===== config.mk =====
export PLATFORM = sky130hd
export DESIGN_NAME = delay_line_ch
export DESIGN_NICKNAME = d
export VERILOG_FILES = /design/src/rtl/dl_pkg.sv /design/src/rtl/dl_edge_sync.sv /design/src/rtl/delay_line_ch.sv
export SDC_FILE = /design/constraint.sdc
export NUM_CORES = 1
export LEC_CHECK = 0
export ABC_AREA = 1
export CAP_MARGIN = 20
export CORE_MARGIN = 4
export CORE_UTILIZATION = 30
export DETAILED_ROUTE_END_ITERATION = 7
export GPL_TIMING_DRIVEN = 0
export PLACE_DENSITY = 0.49
export SLEW_MARGIN = 20
export SYNTH_ARGS = -nofsm -noshare
export SYNTH_HDL_FRONTEND = slang
export SYNTH_SLANG_ARGS = --single-unit

===== constraint.sdc =====
create_clock -name clk_Pulse -period 3.9 [get_ports clk_Pulse]
set_input_delay 0.975 -clock clk_Pulse [delete_from_list [all_inputs] [get_ports clk_Pulse]]
set_output_delay 0.975 -clock clk_Pulse [all_outputs]
set_load 0.01 [all_outputs]

===== src/rtl/dl_pkg.sv =====
// Shared definitions for the channel delay-line stages: FSM state encoding,
// default counter width and synchronizer depth.
package dl_pkg;

    typedef enum logic [1:0] {
        IDLE  = 2'd0,
        COUNT = 2'd1,
        FIRE  = 2'd2
    } dl_state_t;

    localparam int DL_WIDTH_DEF   = 36;
    localparam int DL_SYNC_STAGES = 2;

endpackage


===== src/rtl/dl_edge_sync.sv =====
// Launch-level conditioning for a delay-line stage: optional input
// synchronizer (enabled by the DL_SYNC_EN macro) followed by a one-flop
// history register used for rising-edge detection.
module dl_edge_sync
    import dl_pkg::*;
(
    input  logic clk_i,
    input  logic rst_i,
    input  logic lvl_in_i,
    output logic lvl_o,
    output logic rise_o
);

`ifdef DL_SYNC_EN
    logic [DL_SYNC_STAGES-1:0] sync_q;

    // Shift the asynchronous launch level through the synchronizer chain.
    always_ff @(posedge clk_i or posedge rst_i) begin
        if (rst_i) begin
            sync_q <= '0;
        end else begin
            sync_q <= {sync_q[DL_SYNC_STAGES-2:0], lvl_in_i};
        end
    end

    assign lvl_o = sync_q[DL_SYNC_STAGES-1];
`else
    assign lvl_o = lvl_in_i;
`endif

    logic launch_q;

    // Remember last cycle's level so a low->high transition can be seen.
    // NOTE: sequential state uses non-blocking assignments so every flop
    // samples pre-edge values, independent of block evaluation order.
    always_ff @(posedge clk_i or posedge rst_i) begin
        if (rst_i) begin
            launch_q <= 1'b0;
        end else begin
            launch_q <= lvl_o;
        end
    end

    assign rise_o = lvl_o & ~launch_q;

endmodule


===== src/rtl/delay_line_ch.sv =====
// Programmable delay stage between two channel pulse generators. A rising
// launch_DL starts a count of 'delay' cycles, after which PL_launch is held
// high until launch_DL falls. Defining DL_SYNC_EN inserts a synchronizer
// on launch_DL, adding two cycles to every latency.
module delay_line_ch
    import dl_pkg::*;
#(
    parameter int WIDTH = DL_WIDTH_DEF
) (
    input  logic             clk_Pulse,
    input  logic             rst,
    input  logic             DL_en,
    input  logic             launch_DL,
    input  logic [WIDTH-1:0] delay,
    output logic             PL_launch,
    output logic             DL_busy,
    output logic             DL_abort
);

    logic             lvl;
    logic             rise;

    dl_state_t        state_q, state_d;
    logic [WIDTH-1:0] cnt_q, cnt_d;
    logic [WIDTH-1:0] dly_lat_q, dly_lat_d;
    logic             pl_q, pl_d;
    logic             busy_q, busy_d;
    logic             abort_q, abort_d;
    logic             armed_q;

    dl_edge_sync u_edge (
        .clk_i    (clk_Pulse),
        .rst_i    (rst),
        .lvl_in_i (launch_DL),
        .lvl_o    (lvl),
        .rise_o   (rise)
    );

    // The first edge after reset release only re-arms the stage, so a launch
    // level that was already high across reset is not mistaken for a rise.
    always_ff @(posedge clk_Pulse or posedge rst) begin
        if (rst) begin
            armed_q <= 1'b0;
        end else begin
            armed_q <= 1'b1;
        end
    end

    // Next-state and output decisions; disable takes priority over launch.
    // NOTE: every signal gets its hold/default value first so no path leaves
    // it unassigned, which would otherwise infer a latch.
    always_comb begin
        state_d   = state_q;
        cnt_d     = cnt_q;
        dly_lat_d = dly_lat_q;
        pl_d      = pl_q;
        busy_d    = busy_q;
        abort_d   = 1'b0;

        if (!armed_q) begin
            state_d = IDLE;
        end else if (!DL_en) begin
            state_d = IDLE;
            pl_d    = 1'b0;
            busy_d  = 1'b0;
            abort_d = (state_q == COUNT);
        end else begin
            case (state_q)
                IDLE: begin
                    if (rise) begin
                        dly_lat_d = delay;
                        cnt_d     = '0;
                        state_d   = COUNT;
                        busy_d    = 1'b1;
                    end
                end
                COUNT: begin
                    if (!lvl) begin
                        state_d = IDLE;
                        abort_d = 1'b1;
                        busy_d  = 1'b0;
                    end else if (cnt_q >= dly_lat_q) begin
                        pl_d    = 1'b1;
                        state_d = FIRE;
                    end else begin
                        cnt_d = cnt_q + WIDTH'(1);
                    end
                end
                FIRE: begin
                    if (!lvl) begin
                        pl_d    = 1'b0;
                        busy_d  = 1'b0;
                        state_d = IDLE;
                    end
                end
                default: begin
                    state_d = IDLE;
                    pl_d    = 1'b0;
                    busy_d  = 1'b0;
                end
            endcase
        end
    end

    // State, counter and registered outputs; reset drops outputs immediately.
    always_ff @(posedge clk_Pulse or posedge rst) begin
        if (rst) begin
            state_q   <= IDLE;
            cnt_q     <= '0;
            dly_lat_q <= '0;
            pl_q      <= 1'b0;
            busy_q    <= 1'b0;
            abort_q   <= 1'b0;
        end else begin
            state_q   <= state_d;
            cnt_q     <= cnt_d;
            dly_lat_q <= dly_lat_d;
            pl_q      <= pl_d;
            busy_q    <= busy_d;
            abort_q   <= abort_d;
        end
    end

    assign PL_launch = pl_q;
    assign DL_busy   = busy_q;
    assign DL_abort  = abort_q;

endmodule


---- Word-level counts from Yosys, hierarchy flattened ----
Cells that the tools add are included.
storage, ports and cells
  bits in registers ....................... 79
  bits of input ports ..................... 40
  output and inout port bits .............. 3
  word-level logic and storage cells ...... 57
operators by class
  $add $sub $neg .......................... 1
  magnitude comparators ................... 1
  equal/unequal tests ..................... 14
  multiplexer cells ....................... 23
  bitwise operators ....................... 2
  reductions and logical operators ........ 8
operators with widths
  cell                                                   number
  two-way mux 36 bit                                     3
  one-hot mux 36 bit (2 select lines)                    1
  adder 36 x 1 -> 36 bit, second input constant          1
  greater-or-equal comparator 36 bit                     1
  two-way mux 2 bit                                      6
  inequality test 3 bit, second input constant           4
  two-way mux 1 bit                                      10
  inequality test 2 bit, second input constant           4
  inequality test 4 bit, second input constant           2
  one-hot mux 2 bit (3 select lines)                     1
  AND reduction 3 bit                                    2
  AND reduction 6 bit                                    1
  inequality test 5 x 4 -> 1 bit, second input constant  1
  AND reduction 5 bit                                    1
  AND reduction 4 bit                                    1
  inequality test 3 x 2 -> 1 bit, second input constant  1
  one-hot mux 1 bit (3 select lines)                     1
  equality test 2 x 1 -> 1 bit, second input constant    1
  equality test 2 bit, second input constant             1
  logical NOT 2 bit                                      1
  one-hot mux 1 bit (2 select lines)                     1
  nonzero test 2 bit                                     1
  OR reduction 2 bit                                     1
  bitwise AND 1 bit                                      1
  inverter 1 bit                                         1

---- Depth between registers and ports, before layout ----
  depth after elaboration ................. 6
  depth in mapped cells ................... 16
  mapped depth without buffers ............ 15

---- Hierarchy ----
From an unflattened synthesis, not the netlist that was laid out.
second synthesis, totals
  cell total of the unflattened synthesis .. 761
  area, all modules ....................... 5327.6 sq um
modules (own cells, without submodules)
  module         instances  cells an instance  area each (sq um)  seq. area each (sq um)
  delay_line_ch  1          756                5281.3             1951.9
  dl_edge_sync   1          5                  46.3               25.0

---- Worst setup path before layout ----
No wires, ideal clock.
  path kind ............................... input -> register
  start ................................... input launch_DL
  end ..................................... register cnt_q[0]
  setup time .............................. 0.117 ns
  data arrival time ....................... 1.917 ns
  required time ........................... 3.783 ns
  setup slack ............................. 1.866 ns
  stages .................................. 6
  buffers on the path ..................... 1
  cell sequence ........................... inv_1 > o21ai_2 > nand4_1 > clkbuf_1 > nand3_1 > nand2_1
on the way
  cells in the longest elaborated chain, start to end .. 3
  elaborated cells on any way between the ends .. 4
  classes of those cells .................. eq/ne: 2; bitwise: 1; reduce/logical: 1
ends and longest elaborated chain
  item                             line                  text
  start: declaration               delay_line_ch.sv:13   input logic launch_DL,
  bitwise AND 1 bit                dl_edge_sync.sv:44    assign rise_o = lvl_o & ~launch_q;
  inequality test 2 bit (no line)  -
  AND reduction 6 bit (no line) *  -
  end signal: assignment           delay_line_ch.sv:116  cnt_q <= cnt_d;
  end: declaration                 delay_line_ch.sv:24   logic [WIDTH-1:0] cnt_q, cnt_d;
Every way passes the cells marked *; elsewhere a longest branch is shown, timed or not.
A chain may end at the register's enable or synchronous reset.

---- Final worst setup path ----
  start ................................... input launch_DL
  end ..................................... register cnt_q[35]
The elaborated chain is that of the path after synthesis.

==> impl_metrics.py <==
metrics = {
    "clock_tree": {
        "cts-resized-gates": 0,
        "cts_buffers": 9,
        "clk_latency_ns": 0.35,
        "clock_sinks": 79,
        "cts_htree_levels": 3,
        "clockRootBuffer": "clkbuf_16",
        "cts_tree": "done",
        "cts_hold_buffers": 0,
        "clkTransAtPathRegs_ns": 0.06,
        "postCtsSetupBuffers": 0,
        "cts_buffer_depth": 2,
    },
    "synthesis": {
        "yosysMostFrequentCell": "nand2_1",
        "yosys_warnings": 0,
        "synth_ff_type": "dfrtp_1",
        "async_reset_ff_frac": 1.00,
        "syn-cell-area_um2": 5240,
        "synth.area.top_cells": "dfrtp_1 38%, nand2_1 15%, ha_1 9.8%",
        "synth_edf_count": 0,
        "synth_top_area_share": 0.377,
        "synth-seq-cells": 79,
        "post-synth-top-area-cell": "dfrtp_1",
        "synth_area_per_cell_um2": 7.05,
        "ys_top_cells_by_count": "215 x nand2_1, 131 x nor2_1, 83 x inv_1",
        "synth_cell_types": 31,
        "ys_seq_area_frac": 0.377,
        "synthCells": 743,
        "syn_nets": 824,
    },
    "floorplan": {
        "ioPinCount": 43,
        "die_area_um2": 19600,
        "rows": 48,
        "dieHeight_um": 140,
        "initial_core_util": 0.305,
        "fp.dieW_um": 140,
        "core_um2": 17200,
    },
    "detailed_routing": {
        "wl_per_cell_um": 13.3,
        "drtPass1Iterations": 4,
        "drc": 0,
        "drt_wl_total_mm": 13.6,
        "avgViaCountPerCell": 4.53,
        "detail-route-antenna-nets": 0,
        "num_vias": 4648,
        "drtIter0Drc": 236,
    },
    "grt": {
        "grt_overflow_total": 0,
        "antenna_found_initial": 0,
        "grt_usage": 0.146,
        "grt_pass1_wl_mm": 23.0,
        "grt_pass1_vias": 4497,
        "grt_start_max_net_pins": 45,
    },
    "sta": {
        "rsz0062_at_grt": "false",
        "setup_viol": 0,
        "fin_skew_ns": 0.00863,
        "final_hold_viol_count": 0,
        "fin_crit_sh": 0.693,
        "worstMarginPinSlew_ns": 0.678,
        "relSlewSlack": 0.547,
        "fmax_mhz": 370,
        "post-route-min-period_ns": 2.70,
        "maxSlewViolCount": 0,
    },
    "placement": {
        "gp_congestion": 0.897,
        "place_area_um2": 5970,
        "dp_hpwl_mm": 10.7,
        "portBuffers": 42,
    },
    "finish": {
        "nets": 878,
        "diodes": 0,
        "stdcell_area_um2": 6250,
        "fillers": 1928,
        "area_delta_synth_final_pct": 19.3,
        "drive_gt1_frac": 0.0474,
        "fin_util": 0.364,
    },
    "critical_path": {
        "end_kind": "flip-flop",
        "worstSetupStartpoint": "launch_DL",
        "cp-start-kind": "input pin",
        "arrival_ns": 2.93,
        "r2r_start": "cnt_q[26]$_DFFE_PP0P_",
        "worstSetupPathType": "in2reg",
        "cp.required_ns": 4.13,
        "critPathMaxFanout": 10,
    },
    "worst_hold_path": {
        "min_from": "state_q[0]$_DFFE_PP0P_",
        "worstHoldPathType": "reg2reg",
    },
    "job": {
        "timing.max_cap.violations": 0,
    },
    "pwr": {
        "total_power_mw": 2.10,
        "ir_worst_vdd_mv": 0.213,
        "p_leak_nw": 3.02,
        "power.density_nw_per_um2": 336,
    },
    "outcome": {
        "status": "completed",
    },
}
## cell usage in the layout, fill, tap and decap left out, types with 14 or more instances in the layout
master           Yosys  layout
clkbuf_1            13      14
inv_1               83      82
ha_1                41      41
xor2_1              16      16
nand3_1             49      49
nor2_1             131     131
nand2_1            215     215
a21oi_1             50      50
dfrtp_1             79      79
clkdlybuf4s50_1      0      42
nor3_1              17      17
## final cells by class
class,count,area (µm²),area share
clock buffers,10,229,0.0366
plain buffers,21,105,0.0168
well taps,225,282,0.0450
inverters,86,325,0.0521
repair buffers,43,448,0.0717
flip-flops and latches,79,1980,0.316
clock inverters,5,50.0,0.00801
multi-input cells,557,2830,0.453
## stage by stage
step                instances  TNS [ns]  setup WS (ns)  hold WS [ns]
detailed placement       1011         0          0.835         0.500
CTS                      1026         0           1.20         0.514
floorplan                 743         0          0.902         0.468
finish                   1026         0           1.20         0.505
global route             1026         0           1.02         0.528
global placement         1010    -54.37         -0.693         0.496
## state kept, by name (all words and copies together) (netlist names)
name,count
state_q,2
PL_launch,1
DL_busy,1
u_edge.launch_q,1
armed_q,1
dly_lat_q,36
DL_abort,1
cnt_q,36
## critical path, stage by stage
cell and delay [ns]:
clkdlybuf4s50_1 0.49, inv_1 0.09, o21ai_2 0.16, nand4_1 0.57, clkbuf_1 0.42, nand3_1 0.15, nand2_1 0.06
## layer usage
metal | GRT usage | part of all wire
met1 | 0.201 | 0.49
met2 | 0.228 | 0.45
met3 | 0.0379 | 0.041
met4 | 0.0372 | 0.013
met5 | 0 | 0
## worst paths after layout
path,end,cells after the start,slack (ns)
max in group asynchronous,cnt_q[15]$_DFFE_PP0P_,3,2.29
worst min register to register,state_q[0]$_DFFE_PP0P_,2,0.50
worst min-delay path,state_q[0]$_DFFE_PP0P_,2,0.50
worst max-delay path,cnt_q[35]$_DFFE_PP0P_,7,1.20
worst max register to register,cnt_q[35]$_DFFE_PP0P_,13,1.47
min in group asynchronous,dly_lat_q[32]$_DFFE_PP0P_,2,1.01
## power breakdown
group	total (mW)	switching [mW]	leakage, nW	internal, mW
clock network	0.818	0.331	0.142	0.487
registers	0.940	0.0302	0.976	0.910
logic	0.344	0.202	1.90	0.142
## cells by family after synthesis
logic type	Yosys count	synth area share
AO/OA/AOI/OAI	57	0.0576
XOR/XNOR	25	0.0418
adder cells (fa/ha/maj)	41	0.0979
buffers and inverters	107	0.0817
flip-flops	79	0.377
multiplexers	1	0.00215
other	1	0.000716
AND/OR/NAND/NOR	432	0.341
Note: power is estimated with default switching activity, not from simulation.
